[src/rtl/mux4to1_rr_arbiter.sv]
// Round-robin arbiter driving the select and one-hot grant of a shared 4:1 mux.
// Ownership is bounded to HOLD_MAX cycles while other requesters are waiting.
module mux4to1_rr_arbiter #(
    parameter int HOLD_MAX = 4,
    parameter int CNT_W    = 4
) (
    input  logic       clk,
    input  logic       rst_n,
    input  logic [3:0] Req,
    output logic [1:0] Sel,
    output logic [3:0] Grant,
    output logic       Busy
);

    typedef enum logic {
        ST_IDLE,
        ST_GRANT
    } state_t;

    state_t           r_state;
    logic [1:0]       r_ptr;
    logic [CNT_W-1:0] r_hold;
    logic [3:0]       r_grant;
    logic [1:0]       r_sel;

    state_t           w_nxt_state;
    logic [1:0]       w_nxt_ptr;
    logic [CNT_W-1:0] w_nxt_hold;
    logic [3:0]       w_nxt_grant;
    logic [1:0]       w_nxt_sel;
    logic [3:0]       w_cand;
    logic [2:0]       w_pick;
    logic             w_own_req;

    // Returns {found, index} of the first asserted request scanning ptr, ptr+1, ... mod 4.
    function automatic logic [2:0] f_pick(input logic [3:0] req, input logic [1:0] ptr);
        logic [2:0] res;
        logic [1:0] idx;
        res = '0;
        for (int i = 3; i >= 0; i--) begin
            idx = ptr + 2'(i);
            if (req[idx]) res = {1'b1, idx};
        end
        return res;
    endfunction

    // The current owner is masked out; in IDLE r_grant is zero so all requests compete.
    assign w_cand    = Req & ~r_grant;
    assign w_pick    = f_pick(w_cand, r_ptr);
    assign w_own_req = Req[r_sel];

    always_comb begin
        w_nxt_state = r_state;
        w_nxt_ptr   = r_ptr;
        w_nxt_hold  = r_hold;
        w_nxt_grant = r_grant;
        w_nxt_sel   = r_sel;
        unique case (r_state)
            ST_IDLE: begin
                if (w_pick[2]) begin
                    w_nxt_state = ST_GRANT;
                    w_nxt_ptr   = w_pick[1:0] + 2'd1;
                    w_nxt_hold  = CNT_W'(1);
                    w_nxt_grant = 4'b0001 << w_pick[1:0];
                    w_nxt_sel   = w_pick[1:0];
                end
            end
            ST_GRANT: begin
                if (w_own_req && (r_hold < CNT_W'(HOLD_MAX))) begin
                    w_nxt_hold = r_hold + CNT_W'(1);
                end else if (w_pick[2]) begin
                    // Voluntary release or hold expiry with someone waiting: hand off in the same edge.
                    w_nxt_ptr   = w_pick[1:0] + 2'd1;
                    w_nxt_hold  = CNT_W'(1);
                    w_nxt_grant = 4'b0001 << w_pick[1:0];
                    w_nxt_sel   = w_pick[1:0];
                end else if (!w_own_req) begin
                    w_nxt_state = ST_IDLE;
                    w_nxt_grant = 4'b0000;
                end
            end
            default: w_nxt_state = ST_IDLE;
        endcase
    end

    always_ff @(posedge clk or negedge rst_n) begin
        if (!rst_n) begin
            r_state <= ST_IDLE;
            r_ptr   <= 2'd0;
            r_hold  <= '0;
            r_grant <= 4'b0000;
            r_sel   <= 2'd0;
        end else begin
            r_state <= w_nxt_state;
            r_ptr   <= w_nxt_ptr;
            r_hold  <= w_nxt_hold;
            r_grant <= w_nxt_grant;
            r_sel   <= w_nxt_sel;
        end
    end

    assign Grant = r_grant;
    assign Sel   = r_sel;
    assign Busy  = |r_grant;

endmodule
[config.mk]
export PLATFORM = sky130hd
export DESIGN_NAME = mux4to1_rr_arbiter
export DESIGN_NICKNAME = d
export VERILOG_FILES = /design/src/rtl/mux4to1_rr_arbiter.sv
export SDC_FILE = /design/constraint.sdc
export NUM_CORES = 1
export LEC_CHECK = 0
export BUFFER_PORTS_ARGS = -buffer_cell sky130_fd_sc_hd__buf_2
export CAP_MARGIN = 20
export CORE_MARGIN = 5
export CORE_UTILIZATION = 35
export DETAILED_ROUTE_END_ITERATION = 12
export GPL_TIMING_DRIVEN = 0
export MAX_ROUTING_LAYER = met4
export PLACE_DENSITY = 0.64
export SYNTH_ARGS = -nofsm -noshare
export SYNTH_HDL_FRONTEND = slang
export SYNTH_SLANG_ARGS = --single-unit
export TNS_END_PERCENT = 20
[constraint.sdc]
create_clock -name clk -period 3 [get_ports clk]
set_clock_uncertainty 0.2 [all_clocks]
set_input_delay 0.9 -clock clk [delete_from_list [all_inputs] [get_ports clk]]
set_output_delay 0.9 -clock clk [all_outputs]
set_load 0.005 [all_outputs]
Word-level counts from Yosys, hierarchy flattened
Index checks and enable logic that the tools add are counted.

Register bits: 13. Output and inout port bits: 7.

Add/sub/neg operators: 5. $lt $le $gt $ge: 6. Equal/unequal tests: 3. Shifts and indexed selects: 1. Mux-type cells: 33. Bitwise logic cells: 3. Reductions and logical operators: 3.

Operators by type and width (number): $mux 4 (6); $pmux 4 s2 (2); $lt 2x3->1 const B (5); $mux 3 (4); $bmux 1 s2 (5); $mux 1 (9); $mux 2 (4); $pmux 2 s2 (2); $add 2x1->2 const B (2); $add 2x2->2 const B (2); $add 4x1->4 const B (1); $and 4x4->4 (1); $lt 4x3->1 const B (1); $ne 2x2->1 const B (2); $not 4->4 (1); $reduce_or 4->1 (1); $shl 1x2->4 const A (1); $ne 3x3->1 const B (1); $reduce_and 3->1 (1); $pmux 1 s2 (1); $logic_and 1x1->1 (1); $not 1->1 (1).

Longest topological paths before layout
Gate-level depths: netlist of the first run.

Word-level depth: 12. Depth in mapped cells: 6. Depth with buffers taken out: 6.

Least setup slack after synthesis of the first run
No wires, ideal clock.

Kind: input -> register. From: input port Req[3]. To: register r_sel[0] (netlist: Sel[0]). Setup time: 125 ps. Arrival: 2144 ps. Required time: 2675 ps. Slack: 531 ps. Stages: 5. Cells stage by stage: mux4_2 -> and3_4 -> buf_6 -> nor2_8 -> mux2_4.

Word-level cells in the longest chain between the ends: 10. Elaborated cells on any way between the ends: 20. Those cells by class: eq/ne (1); mux (17); bitwise (1); reduce/logical (1).

RTL lines: from (decl) (line 9) `input logic [3:0] Req,`; $and 4x4->4 (line 48) `assign w_cand = Req & ~r_grant;`; $bmux 1 s2 (line 42) `if (req[idx]) res = {1'b1, idx};`; $mux 1 (implied by the code) (line 42); $mux 3 (4 in series) (line 42); $mux 2 (line 60, 71); $mux 2 (line 69) `if (w_own_req && (r_hold < CNT_W'(HOLD_MAX))) begin`; $pmux 2 s2 (line 58) `unique case (r_state)`; to (signal assigned) (line 98) `r_sel <= w_nxt_sel;`; to (decl) (line 24) `logic [1:0] r_sel;`.

Several ways; a longest one is shown, not always the timed one. The select of a mux whose other input is x is not followed. A chain may end at the register's enable or synchronous reset.

Final worst setup path of the first run
From: input port Req[0]. To: register r_grant[2] (netlist: Grant[2]).

Word-level cells in the longest chain between the ends: 11. Elaborated cells on any way between the ends: 25. Those cells by class: eq/ne (3); shift (1); mux (18); bitwise (1); reduce/logical (2).

RTL lines: $and 4x4->4 (line 48); $bmux 1 s2 (line 42); $mux 1 (implied by the code) (line 42); $mux 3 (4 in series) (line 42); $shl 1x2->4 (line 64, 75); $mux 4 (line 71) `end else if (w_pick[2]) begin`; $mux 4 (line 69); $pmux 4 s2 (line 58); to (signal assigned) (line 97) `r_grant <= w_nxt_grant;`; to (decl) (line 23) `logic [3:0] r_grant;`.

Several ways; a longest one is shown, not always the timed one. The select of a mux whose other input is x is not followed.

==> results of run 1 <==
==> final cells by class <==
cell class / instances / area [µm²]
Fill cell: 193 / 1140
Timing Repair Buffer: 12 / 60.1
Multi-Input combinational cell: 51 / 403
Sequential cell: 13 / 325
Buffer: 2 / 18.8
Clock buffer: 4 / 26.3
Inverter: 4 / 15.0
Tap cell: 27 / 33.8
==> stage by stage <==
stage	setup WS [ns]	power (mW)	std cells	area, µm²	util
floorplan	0.531	0.685	70	762	-
detailed placement	0.214	0.828	109	856	0.423
CTS	0.510	0.942	113	882	0.436
finish	0.515	0.937	113	882	0.436
global placement	0.245	0.815	109	856	0.423
global route	0.448	1.01	113	882	0.436
==> cells by family (layout without fill, tap and decap cells) <==
family | Yosys count | count (layout) | synth area share
adders and majority gates | 3 | 3 | 0.0493
AOI/OAI and AO/OA | 19 | 19 | 0.172
muxes | 3 | 3 | 0.0690
and+or+nand+nor | 26 | 26 | 0.238
DFF | 13 | 13 | 0.427
buffers and inverters | 6 | 22 | 0.0443
==> power groups by stage <==
stage | logic, mW | clock network, mW | registers [mW]
after floorplan | 0.383 | 0 | 0.303
after global placement | 0.500 | 0 | 0.315
after detailed placement | 0.514 | 0 | 0.315
after CTS | 0.517 | 0.112 | 0.312
after global routing | 0.561 | 0.123 | 0.325
final | 0.514 | 0.110 | 0.313
==> registers in the layout, indices dropped and copies added, names as in the netlist <==
name,flops
Grant,4
Sel,2
r_hold,4
r_ptr,2
r_state,1
==> Yosys cell counts, types with 2 or more instances <==
master and count:
sky130_fd_sc_hd__a21oi_1 4, sky130_fd_sc_hd__a22o_2 3, sky130_fd_sc_hd__and3b_1 2, sky130_fd_sc_hd__dfrtp_1 13, sky130_fd_sc_hd__ha_1 3, sky130_fd_sc_hd__inv_1 4, sky130_fd_sc_hd__mux2_4 2, sky130_fd_sc_hd__nand2_1 5
sky130_fd_sc_hd__nand2b_1 4, sky130_fd_sc_hd__nor2_1 2, sky130_fd_sc_hd__nor3_1 2, sky130_fd_sc_hd__nor3b_1 2, sky130_fd_sc_hd__o21ai_0 6
==> worst max-delay path: stages <==
cell and delay (ns):
sky130_fd_sc_hd__buf_2 0.12, sky130_fd_sc_hd__and3b_1 0.18, sky130_fd_sc_hd__o21a_1 0.18, sky130_fd_sc_hd__nor4_2 0.55, sky130_fd_sc_hd__inv_1 0.10, sky130_fd_sc_hd__ha_1 0.22
sky130_fd_sc_hd__a22o_2 0.23
==> how the worst max path moves through the flow <==
stage | startpoint | end | slack (ns) | depth (start not counted)
3_5_place_dp | Req[0] | Grant[2] | 0.21 | 7
6_report | Req[0] | Grant[2] | 0.52 | 7
5_1_grt | Req[1] | Grant[2] | 0.45 | 7
2_1_floorplan | Req[3] | Sel[0] | 0.53 | 5
4_1_cts | Req[0] | Grant[2] | 0.51 | 7
3_3_place_gp | Req[0] | Grant[2] | 0.24 | 7
==> metal layers <==
layer,GRT usage,up-vias
met5,-,-
li1,-,296
met4,0.0407,0
met3,0.0229,2
met1,0.134,291
met2,0.193,21
==> metrics.md, run 1 <==
| Metric | Value |
|---|---|
| Largest vdd supply drop | roughly 0.52 mV |
| Hold Crit Class | reg -> reg |
| Final setup vio count | 0 |
| Count of flip-flops with a built-in enable after synthesis | 0 |
| Outcome | finished clean |
| Count of final hold-check violations | 0 |
| Number of global-route vias before repair | ~630 |
| Area of the mapped netlist | 762 µm² |
| Number of warnings printed during yosys synthesis | 0 |
| Min Tclk post-route | 2.48 ns |
| Startpoint of the worst hold path | r_hold[0] |
| Worst setup path category | in -> reg |
| Clock Power Share | 0.118 |
| Internal Dissipation | 558 µW |
| Top layer reached by signal wires | met4 |
| Leakage power total | 0.424 nW |
| Met2 wire len | between 800 and 900 µm |
| Power per Cell Area | approximately 1100 nW/µm² |
| Fraction of final layout cells sized beyond drive strength 1 | 0.314 |
| Final number of max-transition violations | 0 |
| RSZ-0062 raised after global routing | false |
| Average wire per standard cell | about 15 µm |
| Actual transition at the worst max-transition pin | 0.563 ns |
| Count of nets after finishing | between 90 and 100 |
| Combinational Power Share | 0.549 |
| Critical path peak fanout | 5 |
| Core ar. | 2020 µm² |
| Reported max-cap violation count | 0 |
| Clock tree from TritonCTS | done |
| Highest-count cells in the layout ignoring fill and taps | 13 x sky130_fd_sc_hd__dfrtp_1, 12 x sky130_fd_sc_hd__buf_2, 6 x sky130_fd_sc_hd__o21ai_0 |
| Post-DR vias/cell | 5.40 |
| Reg-to-reg setup timing slack | about 0.74 ns |
| Post-CTS resize count | 0 |
| Global routing usage summed across all routing layers | 0.115 |
| Total clock buffers created by CTS | 3 |
| Share of total power in sequential cells | 0.334 |
| DPL Wire Length | between 1 and 1.5 mm |
| Number of nets in the synthesized netlist | around 80 |
| Vias | between 600 and 700 |
| Area delta synth->final | 15.8% |
| Share of synthesized registers carrying an async set or reset | 1.00 |
| Worst hold stages | 1 |
| Floorplan die area | 3210 µm² |
| Weighted congestion reported at the end of routability-driven placement | 0.760 |
| Clock Root Buffer | sky130_fd_sc_hd__clkbuf_4 |
| H-tree lvl count | 1 |
| Wirelength, routed | between 1.5 and 2 mm |
| Primary flip-flop cell chosen by synthesis mapping | sky130_fd_sc_hd__dfrtp_1 |
| Die extent in y | 56.7 µm |
| DRT iter0 DRCs | 8 |
| First-pass GRT wire length | around 2.8 mm |
| Number of DRC violations after detailed routing | 0 |
| Worst-path clk slew | 0.09 ns |
| Buffers from clock root to sink, at most | 2 |
| Antenna diode instance count | 0 |
| Relative max-transition margin | 0.622 |
| PortBufs | 12 |
| Total congestion overflow | 0 |
| Share of the yosys chip area belonging to registers | 0.427 |
| Count of standard-cell rows | 16 |
| Share of the clock period used by the worst path after layout | 0.828 |
| Sinks on Clock Net | 13 |
| Worst hold slack across all endpoints | ~0.28 ns |
| Largest cells by area after synthesis | sky130_fd_sc_hd__dfrtp_1 43%, sky130_fd_sc_hd__ha_1 4.9%, sky130_fd_sc_hd__a22o_2 3.9% |
| Switching power of the nets | around 380 µW |
| DRT antenna net count | 0 |
| Postcts setup bufs | 0 |
| Instance count of the mapped netlist | 70 |
| Switching share of total power | 0.405 |
| Setup crit start kind | input port |
| Yosys top cell by area | sky130_fd_sc_hd__dfrtp_1 |
| Sum of negative setup slack | 0 ns |
| Amount of wire on met3 after detailed routing | between 60 and 70 µm |
| Clock Latency Late Sink | about 0.28 ns |
| Worst hold endpoint | r_hold[0] |
| Number of cell instances on the worst register-to-register path | 6 |
| Portion of synthesized cell area occupied by the leading cell type | 0.427 |
| Number of library cell types mapped by synthesis | 31 |
| Die extent in x | between 50 and 60 µm |
| Worst r2r dst | Grant[2] |
| Wire length on met1 | approximately 770 µm |
| Commonest non-fill, non-tap cell in the layout | sky130_fd_sc_hd__dfrtp_1 |
| Top-level I/O count | 13 |
| Worst setup EP type | register |
| Initial standard-cell utilization of the core | 0.377 |
| Antenna violations before repair | 0 |
| Arrival time reported for the critical path endpoint | approximately 2.5 ns |
| Largest net degree at the start of global routing | 14 |
| Count of hold-fix buffers inserted at cts | 0 |
| Post-synthesis sequential element count | 13 |
| Worst Path Required | between 2 and 3 ns |
| Top achievable clock speed | a little over 0.4 GHz |
| First-pass detailed-route iteration total | 4 |
| Post-Syn Area per Cell | 10.9 µm² |
| Launch instance of the worst register-to-register path | r_ptr[1] |
No activity file was read; power rests on OpenSTA's default activity.
==> run 2, diff against run 1 <==
==> constraint.sdc (replaced) <==
create_clock -name clk -period 2.3 [get_ports clk]
set_clock_uncertainty 0.2 [all_clocks]
set_input_delay 0.69 -clock clk [delete_from_list [all_inputs] [get_ports clk]]
set_output_delay 0.69 -clock clk [all_outputs]
set_load 0.005 [all_outputs]
==> metrics.md, run 2 (synthesized netlist as in run 1, its figures left out) <==
| Metric | Value |
|---|---|
| Global routing usage summed across all routing layers | 0.115 |
| Sinks on Clock Net | 13 |
| Placed instance count | 109 |
| Reg-to-reg setup timing slack | between 0.15 and 0.2 ns |
| Number of global-route vias before repair | 627 |
| Fraction of final layout cells sized beyond drive strength 1 | 0.314 |
| DRT antenna net count | 0 |
| Post-CTS resize count | 0 |
| Commonest non-fill, non-tap cell in the layout | sky130_fd_sc_hd__dfrtp_1 |
| Clock Latency Late Sink | ~0.27 ns |
| Number of cell instances on the worst register-to-register path | 6 |
| Count of standard-cell rows | 16 |
| Final Non-Filler Cells | 113 |
| Count of nets after finishing | 96 |
| Crit path from | Grant[0] |
| Total congestion overflow | 0 |
| Sum of negative setup slack | 0 ns |
| RSZ-0062 raised after global routing | false |
| Critical path peak fanout | 5 |
| Launch instance of the worst register-to-register path | r_ptr[1] |
| Largest net degree at the start of global routing | 14 |
| Total clock buffers created by CTS | 3 |
| Wirelength, routed | 1.65 mm |
| Actual transition at the worst max-transition pin | between 0.6 and 0.7 ns |
| Final setup vio count | 0 |
| Final number of max-transition violations | 0 |
| Postcts setup bufs | 0 |
| Clock tree from TritonCTS | done |
| Buffers from clock root to sink, at most | 2 |
| Core ar. | 2020 µm² |
| Outcome | finished clean |
| Weighted congestion reported at the end of routability-driven placement | 0.760 |
| Relative max-transition margin | 0.588 |
| Worst hold slack across all endpoints | between 0.08 and 0.09 ns |
| Arrival time reported for the critical path endpoint | ~1.4 ns |
| DRT iter0 DRCs | 8 |
| Top-level I/O count | 13 |
| Antenna diode instance count | 0 |
| Worst Path Required | about 1.4 ns |
| H-tree lvl count | 1 |
| Vias | 593 |
| Worst r2r dst | Grant[2] |
| Worst setup path category | reg -> out |
| Amount of wire on met3 after detailed routing | around 72 µm |
| Floorplan die area | 3210 µm² |
| Area delta synth->final | 16.9% |
| Die extent in x | ~57 µm |
| Overall power consumption | ~1.2 mW |
| Fill cell instance count of the final layout | around 190 |
| Met2 wire len | 815 µm |
| Clock Root Buffer | sky130_fd_sc_hd__clkbuf_4 |
| Wire length on met1 | about 750 µm |
| Count of hold-fix buffers inserted at cts | 0 |
| Highest-count cells in the layout ignoring fill and taps | 13 x sky130_fd_sc_hd__dfrtp_1, 12 x sky130_fd_sc_hd__buf_2, 6 x sky130_fd_sc_hd__o21ai_0 |
| Hold Crit Class | in -> async |
| Leakage power total | ~0.43 nW |
| Worst-path clk slew | ~0.090 ns |
| Largest vdd supply drop | between 0.6 and 0.7 mV |
| Antenna violations before repair | 0 |
| Reported max-cap violation count | 0 |
| Number of DRC violations after detailed routing | 0 |
| Top achievable clock speed | 0.446 GHz |
| PortBufs | 12 |
| Post-layout util | 0.441 |
| Die extent in y | ~57 µm |
| Top layer reached by signal wires | met4 |
| Count of final hold-check violations | 0 |
| Post-DR vias/cell | 5.25 |
| First-pass GRT wire length | 2.78 mm |
| Average wire per standard cell | about 15 µm |
| Power per Cell Area | around 1400 nW/µm² |
| First-pass detailed-route iteration total | 4 |
| Share of the clock period used by the worst path after layout | 0.974 |
| DPL Wire Length | 1.30 mm |
| Setup crit start kind | register |
| Min Tclk post-route | between 2 and 2.5 ns |
| Initial standard-cell utilization of the core | 0.377 |
| Worst setup EP type | output port |
-- run 2: cell counts in the layout (fill, tap and decap cells not counted) --
No cell type changed its count.
-- run 2: layout make-up --
class,instances,area [µm²],area share
plain buffers,2,18.8,0.0211
clock buffers,4,26.3,0.0295
repair buffers,12,60.1,0.0674
flip-flops and latches,13,325,0.365
multi-input cells,51,412,0.462
inverters,4,15.0,0.0169
well taps,27,33.8,0.0379
-- run 2: critical path, cell delays in order (launching register included) --
cell and delay (ns):
sky130_fd_sc_hd__dfrtp_1 0.43, sky130_fd_sc_hd__or4_1 0.51, sky130_fd_sc_hd__buf_2 0.14
-- run 2: how the worst max path moves through the flow --
stage | to | cells past startpoint
after CTS | Grant[2] | 7
after global routing | Busy | 2
after floorplan | Sel[0] | 5
after detailed placement | Grant[2] | 7
after global placement | Grant[2] | 7
final | Busy | 2
-- run 2: layer usage --
metal,GRT usage,vias to the layer above
met1,0.134,280
li1,-,294
met5,-,-
met4,0.0407,0
met3,0.0229,2
met2,0.193,17
-- run 2: power by group --
| group | total (mW) | internal (mW) | switching [mW] |
|---|---|---|---|
| clock network | 0.142 | 0.0671 | 0.0752 |
| logic | 0.681 | 0.349 | 0.332 |
| registers | 0.407 | 0.319 | 0.0880 |
| total | 1.23 | 0.736 | 0.495 |
-- run 2: metrics by stage --
step,instance area [µm²],setup slack (ns)
2_1_floorplan,762,0.0409
3_3_place_gp,856,-0.245
3_5_place_dp,856,-0.276
4_1_cts,882,0.0202
5_1_grt,891,0.00718
6_report,891,0.0603
==> run 3, diff against run 2 <==
--- a/config.mk
+++ b/config.mk
@@ -13,6 +13,7 @@
 export GPL_TIMING_DRIVEN = 0
 export MAX_ROUTING_LAYER = met4
 export PLACE_DENSITY = 0.64
+export RECOVER_POWER = 50
 export SYNTH_ARGS = -nofsm -noshare
 export SYNTH_HDL_FRONTEND = slang
 export SYNTH_SLANG_ARGS = --single-unit
==> metrics.md, run 3 (synthesized netlist as in run 1, its figures left out) <==
| Metric | Value |
|---|---|
| Outcome | finished clean |
| Antenna diode instance count | 0 |
| Final number of max-transition violations | 0 |
| Share of the clock period used by the worst path after layout | 0.973 |
| Vias | between 500 and 600 |
| Count of hold-fix buffers inserted at cts | 0 |
| Die extent in x | 56.7 µm |
| Smallest setup slack after layout | between 0.06 and 0.07 ns |
| Number of global-route vias before repair | approximately 630 |
| Instance area after placement | between 800 and 900 µm² |
| Count of final hold-check violations | 0 |
| DRT antenna net count | 0 |
| Global routing usage summed across all routing layers | 0.115 |
| Postcts setup bufs | 0 |
| Actual transition at the worst max-transition pin | ~0.72 ns |
| Wirelength, routed | around 1.7 mm |
| First-pass GRT wire length | between 2 and 3 mm |
| Hold Crit Class | in -> async |
| Top achievable clock speed | between 0.4 and 0.5 GHz |
| Post-layout util | 0.438 |
| Total clock buffers created by CTS | 3 |
| Worst setup path category | reg -> out |
| PortBufs | 12 |
| Total congestion overflow | 0 |
| Count of nets after finishing | 96 |
| Combined area of the multi-input logic cells | roughly 400 µm² |
| Initial standard-cell utilization of the core | 0.377 |
| Weighted congestion reported at the end of routability-driven placement | 0.760 |
| Worst Path Required | 1.41 ns |
| Sinks on Clock Net | 13 |
| Min Tclk post-route | 2.24 ns |
| Clock Root Buffer | sky130_fd_sc_hd__clkbuf_4 |
| Number of DRC violations after detailed routing | 0 |
| Die extent in y | 56.7 µm |
| Power per Cell Area | 1390 nW/µm² |
| Reported max-cap violation count | 0 |
| Critical path peak fanout | 5 |
| Core ar. | around 2000 µm² |
| Count of standard-cell rows | 16 |
| Worst slack after detailed placement | -0.276 ns |
| DRT iter0 DRCs | 8 |
| Largest net degree at the start of global routing | 14 |
| Worst-path clk slew | ~0.090 ns |
| DPL Wire Length | 1.30 mm |
| Highest-count cells in the layout ignoring fill and taps | 13 x sky130_fd_sc_hd__dfrtp_1, 11 x sky130_fd_sc_hd__buf_2, 6 x sky130_fd_sc_hd__o21ai_0 |
| Floorplan die area | roughly 3200 µm² |
| Leakage power total | ~0.42 nW |
| Fraction of final layout cells sized beyond drive strength 1 | 0.291 |
| Series of cell instances along the critical path | or4_1 -> buf_2 |
| Worst setup EP type | output port |
| Clock Latency Late Sink | approximately 0.27 ns |
| Largest vdd supply drop | slightly below 0.7 mV |
| Arrival time reported for the critical path endpoint | around 1.4 ns |
| H-tree lvl count | 1 |
| Post-DR vias/cell | 5.24 |
| Post-route cell area | 886 µm² |
| Final setup vio count | 0 |
| First-pass detailed-route iteration total | 4 |
| Setup crit start kind | register |
| Area delta synth->final | 16.3% |
| RSZ-0062 raised after global routing | false |
| Sequential cell area in the final layout | around 330 µm² |
| Commonest non-fill, non-tap cell in the layout | sky130_fd_sc_hd__dfrtp_1 |
| Clock tree from TritonCTS | done |
| Cell with the largest stage delay on the worst path | sky130_fd_sc_hd__or4_1 |
| Fill cell instance count of the final layout | roughly 200 |
| Worst hold slack across all endpoints | around 0.24 ns |
| Antenna violations before repair | 0 |
| Top-level I/O count | 13 |
| Buffers from clock root to sink, at most | 2 |
| Delay of the slowest cell on the worst path | 0.51 ns |
| Relative max-transition margin | 0.518 |
| Average wire per standard cell | 14.7 µm |
| Post-CTS resize count | 0 |
[run 3: cell count changes in the layout (fill, tap and decap cells not counted), sizes merged]
cell / delta
buf: -1
clkbuf: +1
[run 3: final timing paths]
check	startpoint	end	slack (ns)	depth (start not counted)
hold / removal	rst_n	r_ptr[0]	0.24	1
hold reg to reg	r_hold[0]	r_hold[0]	0.28	1
setup / recovery	Grant[0]	Busy	0.06	2
setup reg to reg	r_ptr[1]	Grant[2]	0.16	6
max in group asynchronous	rst_n	r_hold[3]	1.20	1
min in group clk	r_hold[0]	r_hold[0]	0.28	1
[run 3: where the power goes]
part	switching, mW	internal (mW)	leakage (nW)
logic	0.332	0.346	0.246
registers	0.0879	0.319	0.160
clock network	0.0752	0.0671	0.0150
[run 3: per-stage QoR]
step,power (mW),TNS [ns],instances
4_1_cts,1.23,0,113
3_5_place_dp,1.08,-0.994,109
2_1_floorplan,0.894,0,70
5_1_grt,1.33,0,113
3_3_place_gp,1.06,-0.808,109
6_report,1.23,0,113
[run 3: routing by layer]
layer / up-vias / track usage / wire (µm)
met2: 17 / 0.193 / 817
li1: 293 / - / -
met5: - / - / 0
met4: 0 / 0.0407 / 12
met3: 2 / 0.0229 / 72
met1: 280 / 0.134 / 754
[run 3: critical path, delay by kind of cell (launching register included)]
family | cells | cell delay, ns
buffers and inverters | 1 | 0.14
and+or+nand+nor | 1 | 0.51
DFF | 1 | 0.43
[run 3: layout make-up]
cell class                      instances  area share
Buffer                                  2      0.0169
Tap cell                               27      0.0381
Clock buffer                            4      0.0297
Multi-Input combinational cell         51       0.465
Sequential cell                        13       0.367
Timing Repair Buffer                   12      0.0664
Inverter                                4      0.0169
